$ cat src/rtl/cv32e40x_pkg.sv
// Shared types for the sequential divider: opcode and FSM encodings plus small
// opcode decode helpers.
package cv32e40x_pkg;

    typedef enum logic [1:0] {
        DIV  = 2'b00,
        DIVU = 2'b01,
        REM  = 2'b10,
        REMU = 2'b11
    } div_opcode_e;

    typedef enum logic [1:0] {
        IDLE   = 2'b00,
        INIT   = 2'b01,
        DIVIDE = 2'b10,
        FINISH = 2'b11
    } div_state_e;

    function automatic logic op_is_signed(input div_opcode_e op);
        return (op == DIV) || (op == REM);
    endfunction

    function automatic logic op_is_rem(input div_opcode_e op);
        return (op == REM) || (op == REMU);
    endfunction

endpackage

$ cat src/rtl/cv32e40x_div_seq_if.sv
// Divider bundle: operand request, result handshake and the borrowed ALU CLZ /
// shifter path. The divider is the slave; the pipeline/ALU side is the master.
interface cv32e40x_div_seq_if;
    import cv32e40x_pkg::*;

    div_opcode_e operator_i;
    logic [31:0] op_a_i;
    logic [31:0] op_b_i;
    logic        valid_i;
    logic        ready_o;

    logic [31:0] result_o;
    logic        valid_o;
    logic        ready_i;
    logic        kill_i;

    logic        alu_clz_en_o;
    logic [31:0] alu_clz_data_o;
    logic [5:0]  alu_clz_result_i;
    logic        alu_shift_en_o;
    logic [5:0]  alu_shift_amt_o;
    logic [31:0] alu_shift_op_o;
    logic [31:0] alu_shifted_i;

    modport slave (
        input  operator_i, op_a_i, op_b_i, valid_i, ready_i, kill_i,
               alu_clz_result_i, alu_shifted_i,
        output ready_o, result_o, valid_o,
               alu_clz_en_o, alu_clz_data_o, alu_shift_en_o, alu_shift_amt_o, alu_shift_op_o
    );

    modport master (
        output operator_i, op_a_i, op_b_i, valid_i, ready_i, kill_i,
               alu_clz_result_i, alu_shifted_i,
        input  ready_o, result_o, valid_o,
               alu_clz_en_o, alu_clz_data_o, alu_shift_en_o, alu_shift_amt_o, alu_shift_op_o
    );

endinterface

$ cat src/rtl/cv32e40x_div_seq.sv
// Sequential restoring divider: normalises the divisor with the ALU's CLZ and
// shifter, then retires one quotient bit per cycle, clz(divisor)+1 steps in all.
module cv32e40x_div_seq
    import cv32e40x_pkg::*;
(
    input  logic               clk,
    input  logic               rst_n,
    cv32e40x_div_seq_if.slave  div_if
);

    div_state_e  state_q,   state_d;
    div_opcode_e op_q,      op_d;
    logic [31:0] a_abs_q,   a_abs_d;
    logic [31:0] b_abs_q,   b_abs_d;
    logic        neg_quo_q, neg_quo_d;
    logic        neg_rem_q, neg_rem_d;
    logic [31:0] rem_q,     rem_d;
    logic [31:0] quo_q,     quo_d;
    logic [31:0] divisor_q, divisor_d;
    logic [4:0]  cnt_q,     cnt_d;
    logic [31:0] result_q,  result_d;

    // Single shared subtractor: the borrow doubles as the rem >= divisor compare.
    logic        sub_borrow;
    logic [31:0] sub_diff;
    logic        step_ge;
    logic [31:0] rem_step;
    logic [31:0] quo_step;
    logic        in_signed;
    logic [31:0] fin_val;
    logic        fin_neg;
    logic [31:0] fin_result;

    assign {sub_borrow, sub_diff} = {1'b0, rem_q} - {1'b0, divisor_q};
    assign step_ge   = ~sub_borrow;
    assign rem_step  = step_ge ? sub_diff : rem_q;
    assign quo_step  = (quo_q << 1) | {31'b0, step_ge};
    assign in_signed = op_is_signed(div_if.operator_i);

    assign div_if.result_o = result_q;

    always_comb begin
        // NOTE: every output of this block gets a default first, so no path
        // through the case statement can leave a signal unassigned and infer a latch.
        state_d   = state_q;
        op_d      = op_q;
        a_abs_d   = a_abs_q;
        b_abs_d   = b_abs_q;
        neg_quo_d = neg_quo_q;
        neg_rem_d = neg_rem_q;
        rem_d     = rem_q;
        quo_d     = quo_q;
        divisor_d = divisor_q;
        cnt_d     = cnt_q;
        result_d  = result_q;

        div_if.ready_o         = 1'b0;
        div_if.valid_o         = 1'b0;
        div_if.alu_clz_en_o    = 1'b0;
        div_if.alu_clz_data_o  = '0;
        div_if.alu_shift_en_o  = 1'b0;
        div_if.alu_shift_op_o  = '0;
        div_if.alu_shift_amt_o = '0;

        // Final value selection; a zero divisor leaves INIT with the fixed results.
        if (state_q == INIT) begin
            fin_val = op_is_rem(op_q) ? a_abs_q : 32'hFFFF_FFFF;
            fin_neg = op_is_rem(op_q) ? neg_rem_q : 1'b0;
        end else begin
            fin_val = op_is_rem(op_q) ? rem_step : quo_step;
            fin_neg = op_is_rem(op_q) ? neg_rem_q : neg_quo_q;
        end
        fin_result = fin_neg ? (~fin_val + 32'd1) : fin_val;

        unique case (state_q)
            IDLE: begin
                div_if.ready_o = 1'b1;
                if (div_if.valid_i && !div_if.kill_i) begin
                    state_d   = INIT;
                    op_d      = div_if.operator_i;
                    a_abs_d   = (in_signed && div_if.op_a_i[31]) ? (~div_if.op_a_i + 32'd1)
                                                                 : div_if.op_a_i;
                    b_abs_d   = (in_signed && div_if.op_b_i[31]) ? (~div_if.op_b_i + 32'd1)
                                                                 : div_if.op_b_i;
                    neg_quo_d = in_signed && (div_if.op_a_i[31] ^ div_if.op_b_i[31]);
                    neg_rem_d = in_signed && div_if.op_a_i[31];
                end
            end
            INIT: begin
                div_if.alu_clz_en_o    = 1'b1;
                div_if.alu_clz_data_o  = b_abs_q;
                div_if.alu_shift_en_o  = 1'b1;
                div_if.alu_shift_op_o  = b_abs_q;
                div_if.alu_shift_amt_o = {1'b0, div_if.alu_clz_result_i[4:0]};
                divisor_d = div_if.alu_shifted_i;
                cnt_d     = div_if.alu_clz_result_i[4:0];
                rem_d     = a_abs_q;
                quo_d     = '0;
                if (div_if.alu_clz_result_i == 6'd32) begin
                    state_d  = FINISH;
                    result_d = fin_result;
                end else begin
                    state_d  = DIVIDE;
                end
            end
            DIVIDE: begin
                rem_d     = rem_step;
                quo_d     = quo_step;
                divisor_d = divisor_q >> 1;
                cnt_d     = cnt_q - 5'd1;
                if (cnt_q == 5'd0) begin
                    state_d  = FINISH;
                    result_d = fin_result;
                end
            end
            FINISH: begin
                div_if.valid_o = 1'b1;
                if (div_if.ready_i) begin
                    state_d = IDLE;
                end
            end
            default: state_d = IDLE;
        endcase

        if (div_if.kill_i) begin
            state_d = IDLE;
        end
    end

    always_ff @(posedge clk or negedge rst_n) begin
        if (!rst_n) begin
            state_q   <= IDLE;
            op_q      <= DIV;
            a_abs_q   <= '0;
            b_abs_q   <= '0;
            neg_quo_q <= 1'b0;
            neg_rem_q <= 1'b0;
            rem_q     <= '0;
            quo_q     <= '0;
            divisor_q <= '0;
            cnt_q     <= '0;
            result_q  <= '0;
        end else begin
            // NOTE: non-blocking assignments so every flop samples the
            // pre-edge value of the others, independent of statement order.
            state_q   <= state_d;
            op_q      <= op_d;
            a_abs_q   <= a_abs_d;
            b_abs_q   <= b_abs_d;
            neg_quo_q <= neg_quo_d;
            neg_rem_q <= neg_rem_d;
            rem_q     <= rem_d;
            quo_q     <= quo_d;
            divisor_q <= divisor_d;
            cnt_q     <= cnt_d;
            result_q  <= result_d;
        end
    end

endmodule
$ cat src/flat_wrapper.sv
// flat-port wrapper written by rule: the top's interface ports become plain ports
module cv32e40x_div_seq_flat import cv32e40x_pkg::*;
  (clk, rst_n, div_if_operator_i, div_if_op_a_i, div_if_op_b_i, div_if_valid_i, div_if_ready_i, div_if_kill_i, div_if_alu_clz_result_i, div_if_alu_shifted_i, div_if_ready_o, div_if_result_o, div_if_valid_o, div_if_alu_clz_en_o, div_if_alu_clz_data_o, div_if_alu_shift_en_o, div_if_alu_shift_amt_o, div_if_alu_shift_op_o);
  cv32e40x_div_seq_if div_if_i ();
  input  logic clk;
  input  logic rst_n;
  input wire logic [$bits(div_if_i.operator_i)-1:0] div_if_operator_i;
  input wire logic [$bits(div_if_i.op_a_i)-1:0] div_if_op_a_i;
  input wire logic [$bits(div_if_i.op_b_i)-1:0] div_if_op_b_i;
  input wire logic [$bits(div_if_i.valid_i)-1:0] div_if_valid_i;
  input wire logic [$bits(div_if_i.ready_i)-1:0] div_if_ready_i;
  input wire logic [$bits(div_if_i.kill_i)-1:0] div_if_kill_i;
  input wire logic [$bits(div_if_i.alu_clz_result_i)-1:0] div_if_alu_clz_result_i;
  input wire logic [$bits(div_if_i.alu_shifted_i)-1:0] div_if_alu_shifted_i;
  output wire logic [$bits(div_if_i.ready_o)-1:0] div_if_ready_o;
  output wire logic [$bits(div_if_i.result_o)-1:0] div_if_result_o;
  output wire logic [$bits(div_if_i.valid_o)-1:0] div_if_valid_o;
  output wire logic [$bits(div_if_i.alu_clz_en_o)-1:0] div_if_alu_clz_en_o;
  output wire logic [$bits(div_if_i.alu_clz_data_o)-1:0] div_if_alu_clz_data_o;
  output wire logic [$bits(div_if_i.alu_shift_en_o)-1:0] div_if_alu_shift_en_o;
  output wire logic [$bits(div_if_i.alu_shift_amt_o)-1:0] div_if_alu_shift_amt_o;
  output wire logic [$bits(div_if_i.alu_shift_op_o)-1:0] div_if_alu_shift_op_o;
  assign div_if_i.operator_i = div_if_operator_i;
  assign div_if_i.op_a_i = div_if_op_a_i;
  assign div_if_i.op_b_i = div_if_op_b_i;
  assign div_if_i.valid_i = div_if_valid_i;
  assign div_if_i.ready_i = div_if_ready_i;
  assign div_if_i.kill_i = div_if_kill_i;
  assign div_if_i.alu_clz_result_i = div_if_alu_clz_result_i;
  assign div_if_i.alu_shifted_i = div_if_alu_shifted_i;
  assign div_if_ready_o = div_if_i.ready_o;
  assign div_if_result_o = div_if_i.result_o;
  assign div_if_valid_o = div_if_i.valid_o;
  assign div_if_alu_clz_en_o = div_if_i.alu_clz_en_o;
  assign div_if_alu_clz_data_o = div_if_i.alu_clz_data_o;
  assign div_if_alu_shift_en_o = div_if_i.alu_shift_en_o;
  assign div_if_alu_shift_amt_o = div_if_i.alu_shift_amt_o;
  assign div_if_alu_shift_op_o = div_if_i.alu_shift_op_o;
  cv32e40x_div_seq u_core (.clk(clk), .rst_n(rst_n), .div_if(div_if_i));
endmodule
$ cat config.mk
export PLATFORM = sky130hd
export DESIGN_NAME = cv32e40x_div_seq_flat
export DESIGN_NICKNAME = d
export VERILOG_FILES = /design/src/rtl/cv32e40x_pkg.sv /design/src/rtl/cv32e40x_div_seq_if.sv /design/src/rtl/cv32e40x_div_seq.sv /design/src/flat_wrapper.sv
export SDC_FILE = /design/constraint.sdc
export NUM_CORES = 1
export LEC_CHECK = 0
export BUFFER_PORTS_ARGS = -buffer_cell sky130_fd_sc_hd__buf_2
export CORE_MARGIN = 2
export CORE_UTILIZATION = 50
export DETAILED_ROUTE_END_ITERATION = 10
export PLACE_DENSITY = 0.72
export SLEW_MARGIN = 40
export SYNTH_ARGS = -nofsm -noshare
export SYNTH_HDL_FRONTEND = slang
export SYNTH_SLANG_ARGS = --single-unit
$ cat constraint.sdc
create_clock -name clk -period 9.4 [get_ports clk]
set_input_delay 0.94 -clock clk [delete_from_list [all_inputs] [get_ports clk]]
set_output_delay 0.94 -clock clk [all_outputs]
set_load 0.02 [all_outputs]
==> results of run 1 <==
## placed cells by master, fill, tap and decap left out, types with 16 or more instances in the layout
cell and count:
sky130_fd_sc_hd__buf_2 212, sky130_fd_sc_hd__nand2_1 209, sky130_fd_sc_hd__dfrtp_1 201, sky130_fd_sc_hd__o21ai_0 161
sky130_fd_sc_hd__a21oi_1 142, sky130_fd_sc_hd__nor2_1 127, sky130_fd_sc_hd__xor2_1 57, sky130_fd_sc_hd__inv_1 54
sky130_fd_sc_hd__and2_1 44, sky130_fd_sc_hd__xnor2_1 44, sky130_fd_sc_hd__mux2i_1 42, sky130_fd_sc_hd__ha_1 40
sky130_fd_sc_hd__nand3_1 38, sky130_fd_sc_hd__a31oi_1 32, sky130_fd_sc_hd__o22ai_1 30, sky130_fd_sc_hd__o2bb2ai_1 30
sky130_fd_sc_hd__nor3_1 27, sky130_fd_sc_hd__clkbuf_16 25, sky130_fd_sc_hd__o21ai_1 19, sky130_fd_sc_hd__o31ai_1 18
sky130_fd_sc_hd__buf_4 18, sky130_fd_sc_hd__a21o_1 17, sky130_fd_sc_hd__or3_1 17, sky130_fd_sc_hd__o211ai_1 16
sky130_fd_sc_hd__nor4_1 16
## state kept, by name (all words and copies together), names as in the netlist, 2 cells and up
register / cells
u_core.state_q: 2
u_core.a_abs_q: 32
u_core.divisor_q: 32
u_core.b_abs_q: 32
u_core.cnt_q: 5
u_core.quo_q: 31
u_core.rem_q: 32
u_core.div_if.result_o: 32
## power breakdown
part / internal [mW] / switching (mW) / total, mW
combinational: 1.34 / 2.68 / 4.01
sequential: 1.23 / 0.314 / 1.54
clock: 0.682 / 0.407 / 1.09
total: 3.24 / 3.40 / 6.64
## stage by stage
stage | hold WS (ns) | std cells | instance area, um2
floorplan | 0.4424 | 1688 | 13840
global placement | 0.4565 | 2154 | 14900
detailed placement | 0.4624 | 2154 | 14930
CTS | 0.4512 | 2200 | 15860
global route | 0.4817 | 2201 | 15880
finish | 0.4264 | 2201 | 15880
## cell type report
cell class	instances	area share, %
inverter	55	1.300
multi-input combinational	1293	50.41
clock inverter	15	1.576
clock buffer	31	4.271
sequential	201	31.68
tap	372	2.932
timing repair buffer	234	7.834
## worst min-delay path by stage
stage | from | end | slack, ns | cells past startpoint
finish | rst_n | u_core.divisor_q[23] | 0.43 | 1
global route | rst_n | u_core.divisor_q[23] | 0.48 | 1
CTS | rst_n | u_core.divisor_q[23] | 0.45 | 1
detailed placement | u_core.b_abs_q[14] | u_core.b_abs_q[14] | 0.46 | 2
global placement | u_core.b_abs_q[20] | u_core.b_abs_q[20] | 0.46 | 2
floorplan | u_core.b_abs_q[0] | u_core.b_abs_q[0] | 0.44 | 2
## metal layers
metal,global-route usage (%),share of wire [%],up-vias
met4,8.844,3.1,0
met5,0,0,-
met1,40.09,44,6166
met2,43.41,44,600
met3,6.000,8.9,81
li1,-,-,6280
## cell families after synthesis
family	after synthesis
XOR/XNOR	101
other	1
multiplexers	44
adder cells (fa/ha/maj)	43
flip-flops	201
buffers and inverters	194
AO/OA/AOI/OAI	550
AND/OR/NAND/NOR	554
==> flow_summary_export.csv, run 1 <==
group,metric,value,unit
critical_path,worstSetupStartpointType,"register",
synthesis,synth.yosys.warnings,0,
critical_path,critical_path_required,9.81,ns
clocking,cts_setup_buffers,0,
synthesis,synth.most_common_cell,"sky130_fd_sc_hd__nand2_1",
synthesis,main_combinational_cell_family_by_area_after_synthesis,"compound AO/OA/AOI/OAI gates",
clocking,cts_tree,"done",
detailed_routing,drtPass1Iterations,7,
layout,multi_input_area,0.008003,mm2
timing,finalMaxSlewViolations,0,
critical_path,cp-end-kind,"register",
timing,final.setup.tns,0,ns
critical_path,worst_path_dominant_cell_family,"compound AO/OA/AOI/OAI gates",
layout,fillers,2449,
pwr,ir_worst_vdd,0.1633,mV
synthesis,syn_nets,1840,
synthesis,synth_largest_type_area_fraction,36.34,%
critical_path,crit_path_max_fanout,29,
layout,share_of_post_route_cells_with_drive_strength_above_1,16.95,%
synthesis,netlist_instances,1688,
outcome,status,"finished clean",
clocking,cts_resized,0,
floorplanning,floorplan.die_area,0.02903,mm2
floorplanning,boundaryPins,215,
worst_hold_path,hold_path_class,"in2async",
clocking,tritoncts.num_buffers,25,
synthesis,post_synth_adder_cell_area,3.942,%
grt,total_grt_usage,28.31,%
detailed_routing,ratio_of_routed_vias_to_standard_cells,5.964,
timing,final_setup_violations,0,
synthesis,synth.cells.most_frequent,"209 x sky130_fd_sc_hd__nand2_1, 201 x sky130_fd_sc_hd__dfrtp_1, 162 x sky130_fd_sc_hd__o21ai_0, 143 x sky130_fd_sc_hd__a21oi_1, 128 x sky130_fd_sc_hd__nor2_1",
detailed_routing,drt_wl_total,40950,um
critical_path,worst-path-buf-inv,2,
timing,max_freq,203.5,MHz
detailed_routing,initialDrtViolationCount,1316,
synthesis,yosys.area_share.simple,19.23,%
layout,n_antenna_cell,0,
clocking,cts_hold_buf,0,
layout,layout-area-overhead-vs-synth,14.72,%
synthesis,synth-edff-count,0,
detailed_routing,vias,13130,
floorplanning,fp.dieH,170.4,um
grt,pin_count_of_the_biggest_net_entering_global_routing,114,
detailed_routing,wl_per_cell,18.61,um
synthesis,ys_types,81,
synthesis,prevailing_post_synth_register_cell,"sky130_fd_sc_hd__dfrtp_1",
synthesis,async_reset_ff_share,100.0,%
critical_path,crit_path_cell_trace,"ha_1 > a21oi_1 > o21ai_1 > a21o_1 > a221o_1 > buf_4 > nor2_1 > buf_4 > mux2i_1 > ha_1 > nand3_1 > nor4_4 > a31oi_1 > xor2_1 > o21ai_1",
placed_design,dp_slack,4.590,ns
floorplanning,start_util,51.07,%
timing,hold_viol_final,0,
synthesis,synthesis.area_per_instance,8.199,um2
synthesis,synth_seq_cells,201,
floorplanning,die_w,170.4,um
grt,antenna_found_initial,0,
synthesis,synth.area.mux_share,3.200,%
placed_design,place.detailed.hpwl,30550,um
timing,postLayoutSetupSlackWorst,4.485,ns
synthesis,synth.cell_area,0.01384,mm2
floorplanning,rows,60,
floorplanning,core_outline_area,0.02710,mm2
critical_path,critical_register_to_register_path_endpoint,"u_core.div_if.result_o[26]",
critical_path,r2r_slack,4.49,ns
critical_path,worst_reg_to_reg_cells,15,
critical_path,slowest_delay,0.61,ns
layout,final_net_count,1962,
placed_design,globalplace.congestion,0.9595,
placed_design,io_buffers,213,
pwr,power.total,6.644,mW
grt,grt_overflow,0,
synthesis,post_synth_xor_area_fraction,6.392,%
synthesis,yosys.area.top_type,"sky130_fd_sc_hd__dfrtp_1",
timing,post-route-period-util,52.29,%
layout,postLayoutCoreUtil,58.58,%
clocking,cts.sinks,201,
job,maxCapViolCount,0,
critical_path,critical_path.reg2reg.startpoint,"u_core.rem_q[17]",
critical_path,worstSetupPathType,"reg2reg",
critical_path,critical_path.slowest_cell,"sky130_fd_sc_hd__nor4_4",
critical_path,cell_count_along_the_critical_path,15,
clocking,cts-root-buf,"sky130_fd_sc_hd__clkbuf_16",
timing,tightest_slew,0.7256,ns
clocking,clkSlewWorstSetupHoldPaths,0.06,ns
critical_path,cp_data_arrival_time,5.32,ns
layout,register_area,0.005030,mm2
synthesis,synth-compound-area-share,24.55,%
synthesis,synth.top_cells.by_area,"sky130_fd_sc_hd__dfrtp_1 36%, sky130_fd_sc_hd__o21ai_0 5.9%, sky130_fd_sc_hd__nand2_1 5.7%",
grt,grt_first_pass_wirelength,65390,um
critical_path,critPathLaunch,"u_core.rem_q[17]",
timing,grt_setup_unrepaired,"false",
pwr,power_leakage,7.087,nW
grt,via_count_of_the_first_global_routing_pass,12100,
detailed_routing,postRouteAntennaNets,0,
clocking,htreeDepth,1,
detailed_routing,drc,0,
clocking,cts-root-to-sink-buffers,3,
timing,max_slew_margin,51.01,%
synthesis,yosysSeqAreaShare,36.34,%
pwr,cellPowerDensity,418.5,mW/mm2
critical_path,endpoint,"u_core.div_if.result_o[26]",
timing,fin_crit_period,4.915,ns
timing,final.setup_skew,0.02782,ns
clocking,worst_skew_pair.late_latency,0.56,ns
No activity file was read; power rests on OpenSTA's default activity.
==> run 2, diff against run 1 <==
--- a/config.mk
+++ b/config.mk
@@ -5,11 +5,12 @@
 export SDC_FILE = /design/constraint.sdc
 export NUM_CORES = 1
 export LEC_CHECK = 0
+export ABC_AREA = 1
 export BUFFER_PORTS_ARGS = -buffer_cell sky130_fd_sc_hd__buf_2
 export CORE_MARGIN = 2
 export CORE_UTILIZATION = 50
 export DETAILED_ROUTE_END_ITERATION = 10
-export PLACE_DENSITY = 0.72
+export PLACE_DENSITY = 0.71
 export SLEW_MARGIN = 40
 export SYNTH_ARGS = -nofsm -noshare
 export SYNTH_HDL_FRONTEND = slang
==> constraint.sdc (replaced) <==
create_clock -name clk -period 4.9 [get_ports clk]
set_input_delay 0.49 -clock clk [delete_from_list [all_inputs] [get_ports clk]]
set_output_delay 0.49 -clock clk [all_outputs]
set_load 0.02 [all_outputs]
==> flow_summary_export.csv, run 2 <==
group,metric,value,unit
outcome,status,"finished clean",
timing,hold_viol_final,0,
synthesis,prevailing_post_synth_register_cell,"sky130_fd_sc_hd__dfrtp_1",
synthesis,synth_largest_type_area_fraction,34.72,%
layout,n_antenna_cell,0,
floorplanning,die_w,174.2,um
synthesis,yosysSeqAreaShare,34.72,%
detailed_routing,drc,0,
timing,max_slew_margin,51.58,%
synthesis,synth-edff-count,0,
synthesis,async_reset_ff_share,100.0,%
grt,grt_overflow,0,
placed_design,place.detailed.hpwl,32770,um
synthesis,synth.cell_area,0.01449,mm2
critical_path,cp-end-kind,"register",
synthesis,synth.yosys.warnings,0,
grt,grt_first_pass_wirelength,70070,um
timing,fin_crit_period,3.825,ns
critical_path,worst_reg_to_reg_cells,23,
placed_design,globalplace.congestion,0.9901,
timing,max_freq,261.4,MHz
grt,via_count_of_the_first_global_routing_pass,13400,
floorplanning,core_outline_area,0.02863,mm2
critical_path,worstSetupPathType,"reg2reg",
clocking,worst_skew_pair.late_latency,0.54,ns
synthesis,synth.top_cells.by_area,"sky130_fd_sc_hd__dfrtp_1 35%, sky130_fd_sc_hd__nand2_1 15%, sky130_fd_sc_hd__inv_1 8.1%",
clocking,cts_resized,0,
synthesis,synth.most_common_cell,"sky130_fd_sc_hd__nand2_1",
layout,share_of_post_route_cells_with_drive_strength_above_1,15.63,%
floorplanning,fp.dieH,174.2,um
clocking,tritoncts.num_buffers,24,
floorplanning,boundaryPins,215,
critical_path,cp_data_arrival_time,4.26,ns
layout,multi_input_area,0.007651,mm2
detailed_routing,postRouteAntennaNets,0,
placed_design,io_buffers,213,
detailed_routing,vias,14270,
layout,final_net_count,2392,
detailed_routing,drtPass1Iterations,6,
floorplanning,start_util,50.62,%
clocking,cts-root-to-sink-buffers,3,
clocking,cts-root-buf,"sky130_fd_sc_hd__clkbuf_16",
grt,antenna_found_initial,1,
detailed_routing,ratio_of_routed_vias_to_standard_cells,5.402,
timing,final.setup.tns,0,ns
timing,post-route-period-util,78.06,%
worst_hold_path,hold_path_class,"in2reg",
grt,total_grt_usage,28.44,%
critical_path,crit_path_max_fanout,35,
clocking,cts_setup_buffers,0,
clocking,cts_tree,"done",
timing,final.setup_skew,0.02502,ns
detailed_routing,wl_per_cell,16.46,um
timing,tightest_slew,0.7263,ns
synthesis,yosys.area.top_type,"sky130_fd_sc_hd__dfrtp_1",
timing,finalMaxSlewViolations,0,
layout,layout-area-overhead-vs-synth,13.77,%
job,maxCapViolCount,0,
detailed_routing,drt_wl_total,43480,um
synthesis,synthesis.area_per_instance,6.893,um2
pwr,power_leakage,8.826,nW
grt,pin_count_of_the_biggest_net_entering_global_routing,100,
layout,fillers,2792,
critical_path,critical_path_required,5.34,ns
synthesis,ys_types,50,
layout,most_used_cells_in_the_layout_excluding_fill_and_tap_cells,"582 x sky130_fd_sc_hd__nand2_1, 308 x sky130_fd_sc_hd__inv_1, 212 x sky130_fd_sc_hd__buf_2",
worst_hold_path,hold-path-cell-count,2,
timing,grt_setup_unrepaired,"false",
critical_path,worstSetupStartpointType,"register",
detailed_routing,initialDrtViolationCount,1288,
timing,final.hold.worst_slack,0.1462,ns
clocking,htreeDepth,1,
layout,final_common_cell,"sky130_fd_sc_hd__nand2_1",
clocking,cts.sinks,201,
layout,register_area,0.005030,mm2
synthesis,netlist_instances,2102,
floorplanning,rows,62,
synthesis,syn_nets,2254,
clocking,clkSlewWorstSetupHoldPaths,0.06,ns
pwr,cellPowerDensity,805.0,mW/mm2
synthesis,synth_seq_cells,201,
floorplanning,floorplan.die_area,0.03036,mm2
pwr,ir_worst_vdd,0.4007,mV
timing,final_setup_violations,0,
synthesis,synth.cells.most_frequent,"584 x sky130_fd_sc_hd__nand2_1, 311 x sky130_fd_sc_hd__inv_1, 201 x sky130_fd_sc_hd__dfrtp_1, 191 x sky130_fd_sc_hd__nand3_1, 116 x sky130_fd_sc_hd__nor2_1",
[run 2: changes by cell type in the layout (fill, tap and decap cells not counted), sizes merged, moves of 21 or more]
cell and change:
nand3 +157, nand2 +403, and2 -21, a31oi -28, inv +266, mux2i -42, o221ai +38, o21ai -59
a21oi -89, o2bb2ai -30, o22ai +33
[run 2: per-layer routing]
| metal | vias to the layer above | GRT usage [%] | routed length [um] |
|---|---|---|---|
| li1 | 7017 | - | - |
| met1 | 6629 | 40.62 | 19590 |
| met2 | 548 | 44.64 | 19200 |
| met3 | 78 | 3.915 | 3390 |
| met4 | 0 | 9.139 | 1302 |
| met5 | - | 0 | 0 |
[run 2: critical path, cell delays in order, from the launching register on]
cell                      delay [ns]
sky130_fd_sc_hd__dfrtp_1        0.47
sky130_fd_sc_hd__ha_1           0.41
sky130_fd_sc_hd__nand2_1        0.10
sky130_fd_sc_hd__nand2_1        0.10
sky130_fd_sc_hd__inv_2          0.06
sky130_fd_sc_hd__nand2_1        0.06
sky130_fd_sc_hd__nand2_1        0.06
sky130_fd_sc_hd__nand2_1        0.12
sky130_fd_sc_hd__a21oi_4        0.15
sky130_fd_sc_hd__buf_4          0.28
sky130_fd_sc_hd__nand2_8        0.21
sky130_fd_sc_hd__o21ai_0        0.21
sky130_fd_sc_hd__inv_1          0.06
sky130_fd_sc_hd__nand2_1        0.19
sky130_fd_sc_hd__ha_1           0.21
sky130_fd_sc_hd__nand2_1        0.10
sky130_fd_sc_hd__nor2_2         0.14
sky130_fd_sc_hd__nand3_1        0.15
sky130_fd_sc_hd__nor2_1         0.23
sky130_fd_sc_hd__nand2_1        0.11
sky130_fd_sc_hd__nand2_1        0.10
sky130_fd_sc_hd__nand3_1        0.08
sky130_fd_sc_hd__nand3_1        0.08
sky130_fd_sc_hd__nand2_1        0.05
[run 2: cell type report]
cell class / count / area share, %
Sequential cell: 201 / 30.51
Multi-Input combinational cell: 1460 / 46.42
Clock buffer: 27 / 3.894
Inverter: 326 / 7.447
Timing Repair Buffer: 227 / 7.393
Clock inverter: 17 / 1.419
Tap cell: 384 / 2.915
[run 2: path summary, 6_finish.rpt]
kind	from	to	slack (ns)
max	u_core.rem_q[19]	u_core.div_if.result_o[30]	1.08
min	div_if_kill_i	u_core.state_q[0]	0.15
max reg2reg	u_core.rem_q[19]	u_core.div_if.result_o[30]	1.08
min reg2reg	u_core.div_if.result_o[17]	u_core.div_if.result_o[17]	0.48
max in group asynchronous	rst_n	u_core.quo_q[28]	3.52
min in group asynchronous	rst_n	u_core.divisor_q[4]	0.47
[run 2: per-stage QoR]
step / total power [mW] / area [um2] / util, % / cells / setup WS, ns
after CTS: 13.18 / 16480 / 57.57 / 2642 / 1.196
after detailed placement: 11.18 / 15590 / 54.47 / 2597 / 1.204
after floorplan: 8.975 / 14490 / - / 2102 / 1.996
after global placement: 11.07 / 15560 / 54.36 / 2596 / 1.172
final: 13.27 / 16480 / 57.58 / 2642 / 1.075
after global routing: 14.41 / 16480 / 57.58 / 2642 / 0.8134
[run 2: what timing repair did]
action,in CTS,in global routing
endpoints found under the setup margin,0,0
hold buffers,1,0
endpoints found under the hold margin,43,0
[run 2: kinds of logic after synthesis]
kind of cell / Yosys count / share of synthesized area [%]
XOR/XNOR: 82 / 4.957
AO/OA/AOI/OAI: 310 / 12.98
buffers and inverters: 441 / 12.65
flip-flops: 201 / 34.71
adder cells (fa/ha/maj): 43 / 3.765
AND/OR/NAND/NOR: 1024 / 30.91
other: 1 / 0.02588
[run 2: power by group]
group          total, mW  switching, mW  internal [mW]
Combinational       8.45           5.79           2.66
Sequential          2.89          0.540           2.35
Clock               1.94          0.769           1.17
Total               13.3           7.10           6.17
